--- src/rtl/lfsr_stepper_if.sv ---
// Signal bundle between the LFSR stepper and its surroundings.
// The master side drives the step sources and the seed offer. The slave side is the stepper.
interface lfsr_stepper_if #(
    parameter int unsigned WIDTH = 16
) ();
    logic             tick_clk;
    logic             run;
    logic             step_btn;
    logic             seed_valid;
    logic [WIDTH-1:0] seed_data;
    logic             seed_ready;
    logic [WIDTH-1:0] q;
    logic             q_valid;
    logic [31:0]      step_count;
    logic             period_done;
    logic             seed_fault;

    modport master (
        output tick_clk, run, step_btn, seed_valid, seed_data,
        input  seed_ready, q, q_valid, step_count, period_done, seed_fault
    );

    modport slave (
        input  tick_clk, run, step_btn, seed_valid, seed_data,
        output seed_ready, q, q_valid, step_count, period_done, seed_fault
    );
endinterface

--- src/rtl/lfsr_stepper.sv ---
// Galois LFSR stepped by rising edges of a sampled slow tick in run mode, or of a button in pause.
// Accepts seeds through a valid/ready handshake. Tracks the step count and full-period return.
module lfsr_stepper #(
    parameter int unsigned      WIDTH = 16,
    parameter logic [WIDTH-1:0] TAPS  = 16'hB400,
    parameter logic [WIDTH-1:0] SEED  = 16'hACE1
) (
    input  logic          CCLK,
    input  logic          RSTN,
    lfsr_stepper_if.slave bus_io
);

    typedef enum logic [1:0] {StIdle, StRun, StLoad} state_e;

    state_e           state_q, state_d;
    logic [WIDTH-1:0] q_q, q_d;
    logic [WIDTH-1:0] start_q, start_d;
    logic [31:0]      count_q, count_d;
    logic             q_valid_q, q_valid_d;
    logic             period_q, period_d;
    logic             fault_q, fault_d;
    logic             tick_prev_q, btn_prev_q;

    logic             tick_rise, btn_rise;
    logic             seed_ready, load, step;
    logic [WIDTH-1:0] q_next;

    assign tick_rise  = bus_io.tick_clk & ~tick_prev_q;
    assign btn_rise   = bus_io.step_btn & ~btn_prev_q;
    assign seed_ready = (state_q != StLoad);
    assign load       = bus_io.seed_valid & seed_ready;
    assign q_next     = q_q[0] ? ((q_q >> 1) ^ TAPS) : (q_q >> 1);

    always_comb begin
        state_d   = state_q;
        q_d       = q_q;
        start_d   = start_q;
        count_d   = count_q;
        q_valid_d = 1'b0;
        period_d  = period_q;
        fault_d   = fault_q;
        step      = 1'b0;

        // Edge qualification and run changes both follow the current state's rule.
        unique case (state_q)
            StIdle: begin
                step = btn_rise;
                if (bus_io.run) state_d = StRun;
            end
            StRun: begin
                step = tick_rise;
                if (!bus_io.run) state_d = StIdle;
            end
            StLoad: begin
                step    = 1'b0;
                state_d = bus_io.run ? StRun : StIdle;
            end
            default: begin
                step    = 1'b0;
                state_d = StIdle;
            end
        endcase

        // A load takes priority over a coincident step, which is dropped.
        if (load) begin
            state_d  = StLoad;
            count_d  = '0;
            period_d = 1'b0;
            if (bus_io.seed_data == '0) begin
                q_d     = SEED;
                start_d = SEED;
                fault_d = 1'b1;
            end else begin
                q_d     = bus_io.seed_data;
                start_d = bus_io.seed_data;
                fault_d = 1'b0;
            end
        end else if (step) begin
            q_d       = q_next;
            q_valid_d = 1'b1;
            count_d   = count_q + 32'd1;
            if (q_next == start_q) period_d = 1'b1;
        end
    end

    always_ff @(posedge CCLK or negedge RSTN) begin
        if (!RSTN) begin
            state_q     <= StIdle;
            q_q         <= SEED;
            start_q     <= SEED;
            count_q     <= '0;
            q_valid_q   <= 1'b0;
            period_q    <= 1'b0;
            fault_q     <= 1'b0;
            // Held-high inputs at reset release must not look like rising edges.
            tick_prev_q <= 1'b1;
            btn_prev_q  <= 1'b1;
        end else begin
            state_q     <= state_d;
            q_q         <= q_d;
            start_q     <= start_d;
            count_q     <= count_d;
            q_valid_q   <= q_valid_d;
            period_q    <= period_d;
            fault_q     <= fault_d;
            tick_prev_q <= bus_io.tick_clk;
            btn_prev_q  <= bus_io.step_btn;
        end
    end

    assign bus_io.seed_ready  = seed_ready;
    assign bus_io.q           = q_q;
    assign bus_io.q_valid     = q_valid_q;
    assign bus_io.step_count  = count_q;
    assign bus_io.period_done = period_q;
    assign bus_io.seed_fault  = fault_q;

endmodule

--- src/flat_wrapper.sv ---
// flat-port wrapper written by rule: the top's interface ports become plain ports
module lfsr_stepper_flat 
#(
    parameter int unsigned      WIDTH = 16,
    parameter logic [WIDTH-1:0] TAPS  = 16'hB400,
    parameter logic [WIDTH-1:0] SEED  = 16'hACE1
)
  (CCLK, RSTN, bus_io_tick_clk, bus_io_run, bus_io_step_btn, bus_io_seed_valid, bus_io_seed_data, bus_io_seed_ready, bus_io_q, bus_io_q_valid, bus_io_step_count, bus_io_period_done, bus_io_seed_fault);
  lfsr_stepper_if #(.WIDTH(WIDTH)) bus_io_i ();
  input  logic CCLK;
  input  logic RSTN;
  input wire logic [$bits(bus_io_i.tick_clk)-1:0] bus_io_tick_clk;
  input wire logic [$bits(bus_io_i.run)-1:0] bus_io_run;
  input wire logic [$bits(bus_io_i.step_btn)-1:0] bus_io_step_btn;
  input wire logic [$bits(bus_io_i.seed_valid)-1:0] bus_io_seed_valid;
  input wire logic [$bits(bus_io_i.seed_data)-1:0] bus_io_seed_data;
  output wire logic [$bits(bus_io_i.seed_ready)-1:0] bus_io_seed_ready;
  output wire logic [$bits(bus_io_i.q)-1:0] bus_io_q;
  output wire logic [$bits(bus_io_i.q_valid)-1:0] bus_io_q_valid;
  output wire logic [$bits(bus_io_i.step_count)-1:0] bus_io_step_count;
  output wire logic [$bits(bus_io_i.period_done)-1:0] bus_io_period_done;
  output wire logic [$bits(bus_io_i.seed_fault)-1:0] bus_io_seed_fault;
  assign bus_io_i.tick_clk = bus_io_tick_clk;
  assign bus_io_i.run = bus_io_run;
  assign bus_io_i.step_btn = bus_io_step_btn;
  assign bus_io_i.seed_valid = bus_io_seed_valid;
  assign bus_io_i.seed_data = bus_io_seed_data;
  assign bus_io_seed_ready = bus_io_i.seed_ready;
  assign bus_io_q = bus_io_i.q;
  assign bus_io_q_valid = bus_io_i.q_valid;
  assign bus_io_step_count = bus_io_i.step_count;
  assign bus_io_period_done = bus_io_i.period_done;
  assign bus_io_seed_fault = bus_io_i.seed_fault;
  lfsr_stepper #(.WIDTH(WIDTH), .TAPS(TAPS), .SEED(SEED)) u_core (.CCLK(CCLK), .RSTN(RSTN), .bus_io(bus_io_i));
endmodule
--- config.mk ---
export PLATFORM = sky130hd
export DESIGN_NAME = lfsr_stepper_flat
export DESIGN_NICKNAME = d
export VERILOG_FILES = /design/src/rtl/lfsr_stepper_if.sv /design/src/rtl/lfsr_stepper.sv /design/src/flat_wrapper.sv
export SDC_FILE = /design/constraint.sdc
export NUM_CORES = 1
export LEC_CHECK = 0
export CORE_MARGIN = 3
export CORE_UTILIZATION = 48
export CTS_BUF_LIST = sky130_fd_sc_hd__clkbuf_4
export DETAILED_ROUTE_END_ITERATION = 6
export HOLD_SLACK_MARGIN = 0.08
export MAX_ROUTING_LAYER = met4
export PLACE_DENSITY = 0.79
export RECOVER_POWER = 50
export SLEW_MARGIN = 20
export SYNTH_ARGS = -nofsm -noshare
export SYNTH_HDL_FRONTEND = slang
export SYNTH_SLANG_ARGS = --single-unit
--- constraint.sdc ---
create_clock -name CCLK -period 1.9 [get_ports CCLK]
set_input_delay 0.38 -clock CCLK [delete_from_list [all_inputs] [get_ports CCLK]]
set_output_delay 0.38 -clock CCLK [all_outputs]
set_load 0.02 [all_outputs]
==> results of run 1 <==
-- worst paths after layout --
path                                        startpoint                            to
max reg2reg                u_core.bus_io.step_count[2]  u_core.bus_io.step_count[13]
max in group asynchronous                         RSTN   u_core.bus_io.step_count[2]
min                                 u_core.start_q[10]            u_core.start_q[10]
min in group asynchronous                         RSTN         u_core.bus_io.q_valid
min reg2reg                         u_core.start_q[10]            u_core.start_q[10]
max                        u_core.bus_io.step_count[2]  u_core.bus_io.step_count[13]
-- state kept, by name, indices dropped and copies added (netlist names) --
signal and count:
u_core.btn_prev_q 1, u_core.bus_io.period_done 1, u_core.bus_io.q 16, u_core.bus_io.q_valid 1, u_core.bus_io.seed_fault 1, u_core.bus_io.step_count 32
u_core.start_q 16, u_core.state_q 2, u_core.tick_prev_q 1
-- worst register-to-register path, stage by stage, from the launching register on --
cell     delay (ns)
dfrtp_2        0.38
nand4_1        0.15
or3_2          0.66
or4_1          0.53
a21oi_1        0.17
-- cell usage after synthesis, types with 3 or more instances --
master | count | area share, %
a221o_1 | 5 | 1.4
o22a_1 | 6 | 1.5
buf_1 | 4 | 0.42
xnor2_1 | 4 | 0.98
dfrtp_1 | 53 | 37
o21ai_0 | 11 | 1.5
o31ai_1 | 18 | 3.8
and4_1 | 6 | 1.5
a2bb2oi_1 | 6 | 1.5
or4_1 | 19 | 4.0
xor2_1 | 17 | 4.2
inv_1 | 6 | 0.63
o21a_1 | 3 | 0.63
mux2i_1 | 18 | 5.0
dfstp_2 | 18 | 13
a21o_1 | 5 | 1.1
nand2_1 | 34 | 3.6
nor4_1 | 13 | 2.3
clkbuf_1 | 13 | 1.4
a21oi_1 | 20 | 2.8
nand3_1 | 9 | 1.3
and2_1 | 3 | 0.53
and3_1 | 6 | 1.1
nor2_1 | 3 | 0.32
nand4_1 | 9 | 1.6
nand2b_1 | 8 | 1.4
-- final cells by class --
cell class / count / area share [%]
clock buffers: 11 / 1.670
inverters: 6 / 0.4554
flip-flops and latches: 71 / 36.71
clock inverters: 5 / 0.5059
multi-input cells: 243 / 34.56
well taps: 96 / 2.429
repair buffers: 126 / 23.68
-- logic make-up after synthesis --
family	count (synthesis)	share of synthesized area, %
AND/OR/NAND/NOR	122	19.87
AO/OA/AOI/OAI	80	15.46
flip-flops	71	50.40
buffers and inverters	27	3.400
XOR/XNOR	21	5.152
multiplexers	19	5.363
adder cells (fa/ha/maj)	1	0.3505
-- per-layer routing --
metal  part of all wire [%]  track usage [%]  vias to the layer above
met5                      0                -                        -
met4                    1.8            8.045                        0
met3                    4.9            6.235                       18
met2                     49            38.38                      115
met1                     45            31.88                     1613
li1                       -                -                     1518
-- cell usage in the layout (no fill, tap or decap), drive strengths merged, types with 4 or more instances in the layout --
| master | count |
|---|---|
| and4 | 6 |
| inv | 6 |
| dlymetal6s2s | 13 |
| clkdlybuf4s50 | 26 |
| nand4 | 9 |
| dfrtp | 53 |
| o22a | 6 |
| clkinv | 4 |
| a221o | 5 |
| nor4 | 13 |
| buf | 51 |
| dlygate4sd2 | 31 |
| xnor2 | 4 |
| and2 | 4 |
| a21oi | 20 |
| o31ai | 18 |
| xor2 | 17 |
| or4 | 20 |
| o21ai | 12 |
| and3 | 6 |
| nand2b | 8 |
| mux2i | 18 |
| clkbuf | 13 |
| nand2 | 34 |
| a21o | 5 |
| a2bb2oi | 6 |
| nand3 | 10 |
| dfstp | 18 |
-- power by group --
part / switching, mW / total [mW] / leakage [nW] / internal [mW]
logic: 0.390 / 0.729 / 1.45 / 0.339
registers: 0.139 / 1.82 / 0.878 / 1.68
clock network: 0.524 / 0.810 / 0.0617 / 0.286
total: 1.05 / 3.36 / 2.39 / 2.31
-- metrics by stage --
stage	total power, mW	TNS (ns)	utilization, %
final	3.358	-0.1336	70.84
after global routing	3.537	-1.101	70.84
after CTS	3.378	-0.1019	69.95
after detailed placement	2.608	-11.80	68.33
after global placement	2.586	-9.542	68.33
after floorplan	2.219	-0.02882	-
-- timing repair --
item,4_1_cts,5_1_grt
setup buffers,2,0
gates resized for setup,35,23
pin swaps,1,3
hold buffers,1,0
setup endpoints to repair,39,31
endpoints found under the hold margin,53,0
cloned,0,0
==> impl_results.md, run 1 <==
- Status: complete, but fails checks
- Failing checks: setup timing
- Power Density: 678.9 nW/um^2
- EDFF count, synth: 0
- Largest net degree at the start of global routing: 72
- Type of the most critical hold path: flip-flop to flip-flop
- Seq/Total Area, Yosys: 50.40%
- R2r setup slk: -0.05 ns
- Die Area: 8507 sq um
- # clock sinks: 71
- Number of CTS-inserted buffers: 9
- Buffers and inverters on the worst path: 0
- Root Buffer: clkbuf_4
- Top-Level Pins: 74
- Clock-pin slew on the worst setup and hold paths: 0.12 ns
- Pre-CTS setup slack: -0.3332 ns
- Share of layout cells above drive strength 1: 24.46%
- Final wirelength: 9.821 mm
- Area occupied by multi-input gates: 1709 sq um
- Syn-to-layout area delta: 38.56%
- Net Count, Synth: 364
- Final Cycle Share: 102.8%
- WP data arrival: 2.28 ns
- I/O Buffers: 73
- CTS tree: done
- Slew HR: 34.59%
- DP Wirelength: 6.771 mm
- Fin. Hold Viols: 0
- RSZ-0062 raised after global routing: yes
- Drt initial violations: 197
- Dpl cell area: 4771 sq um
- Row Count: 30
- Residual DRC: 0
- Hold path depth: 2
- Via Count: 3264
- Gpl congestion: 0.8102
- Yosys cell types: 46
- Fmax: 512.1 MHz
- FF+latch area: 1815 sq um
- Slowest-stage cell, CP: or3_2
- Initial Utilization: 51.13%
- Leak: 2.386 nW
- Crit path max-delay family: simple AND/OR/NAND/NOR gates
- DRT Pass-1 Iters: 4
- Async S/R FF share, synth: 100.0%
- Finished Cell Area: 4946 sq um
- Total gr overflow: 0
- # diodes: 0
- Mean Syn Cell Area: 10.47 sq um
- Filler cell count: 544
- Main synth FF type: dfrtp_1
- Final min period: 1.953 ns
- Antenna Violating Nets Remaining: 0
- Fin Hold WS: 0.4851 ns
- VDD IR max: 458.7 uV
- Post-synthesis cell count: 341
- Tot GR Track Use: 24.71%
- Final setup vio count: 6
- Setup CP Type: flip-flop to flip-flop
- NumNets Final: 480
- Drt wl/cell: 17.60 microns
- Vias in the first global route: 3308
- Crit path capture type: flip-flop
- Post-Syn Area: 3570 sq um
- Initial antenna violation count: 0
- Startpoint types: flip-flop
- Req. time, crit path: 2.23 ns
- Dpl cells: 539
- Die width: 92.24 microns
- H-tree levels: 3
- Ys Warns: 0
- Path length in cells of the critical path: 4
- Area of the core: 6982 sq um
- Number of synthesized register bits: 71
- Worst-Skew Late Latency: 0.42 ns
- CP max FO: 15
- CP Cell Sequence: nand4_1 > or3_2 > or4_1 > a21oi_1
- Post-Layout Cell Count: 558
- R2R cell count: 4
- Chip height: 92.24 microns
- Max_cap viols: 0
- Setup slack after layout: -0.05275 ns
- Worst-margin pin slew: 0.9811 ns
- Slowest stage delay, CP: 0.66 ns
- Global-route wire length before repair: 16.30 mm
- Final Skew: 0.01317 ns
- Vias per cell: 5.849
- Clock buffer depth: 2
- Final Slew Violations: 0
No activity file was read; power rests on OpenSTA's default activity.
==> run 2: changes to the inputs <==
Settings changed: CTS_CLUSTER_DIAMETER set to 50.
==> results of run 2 <==
The final DEF is identical to that of run 1; final timing and power are the same.
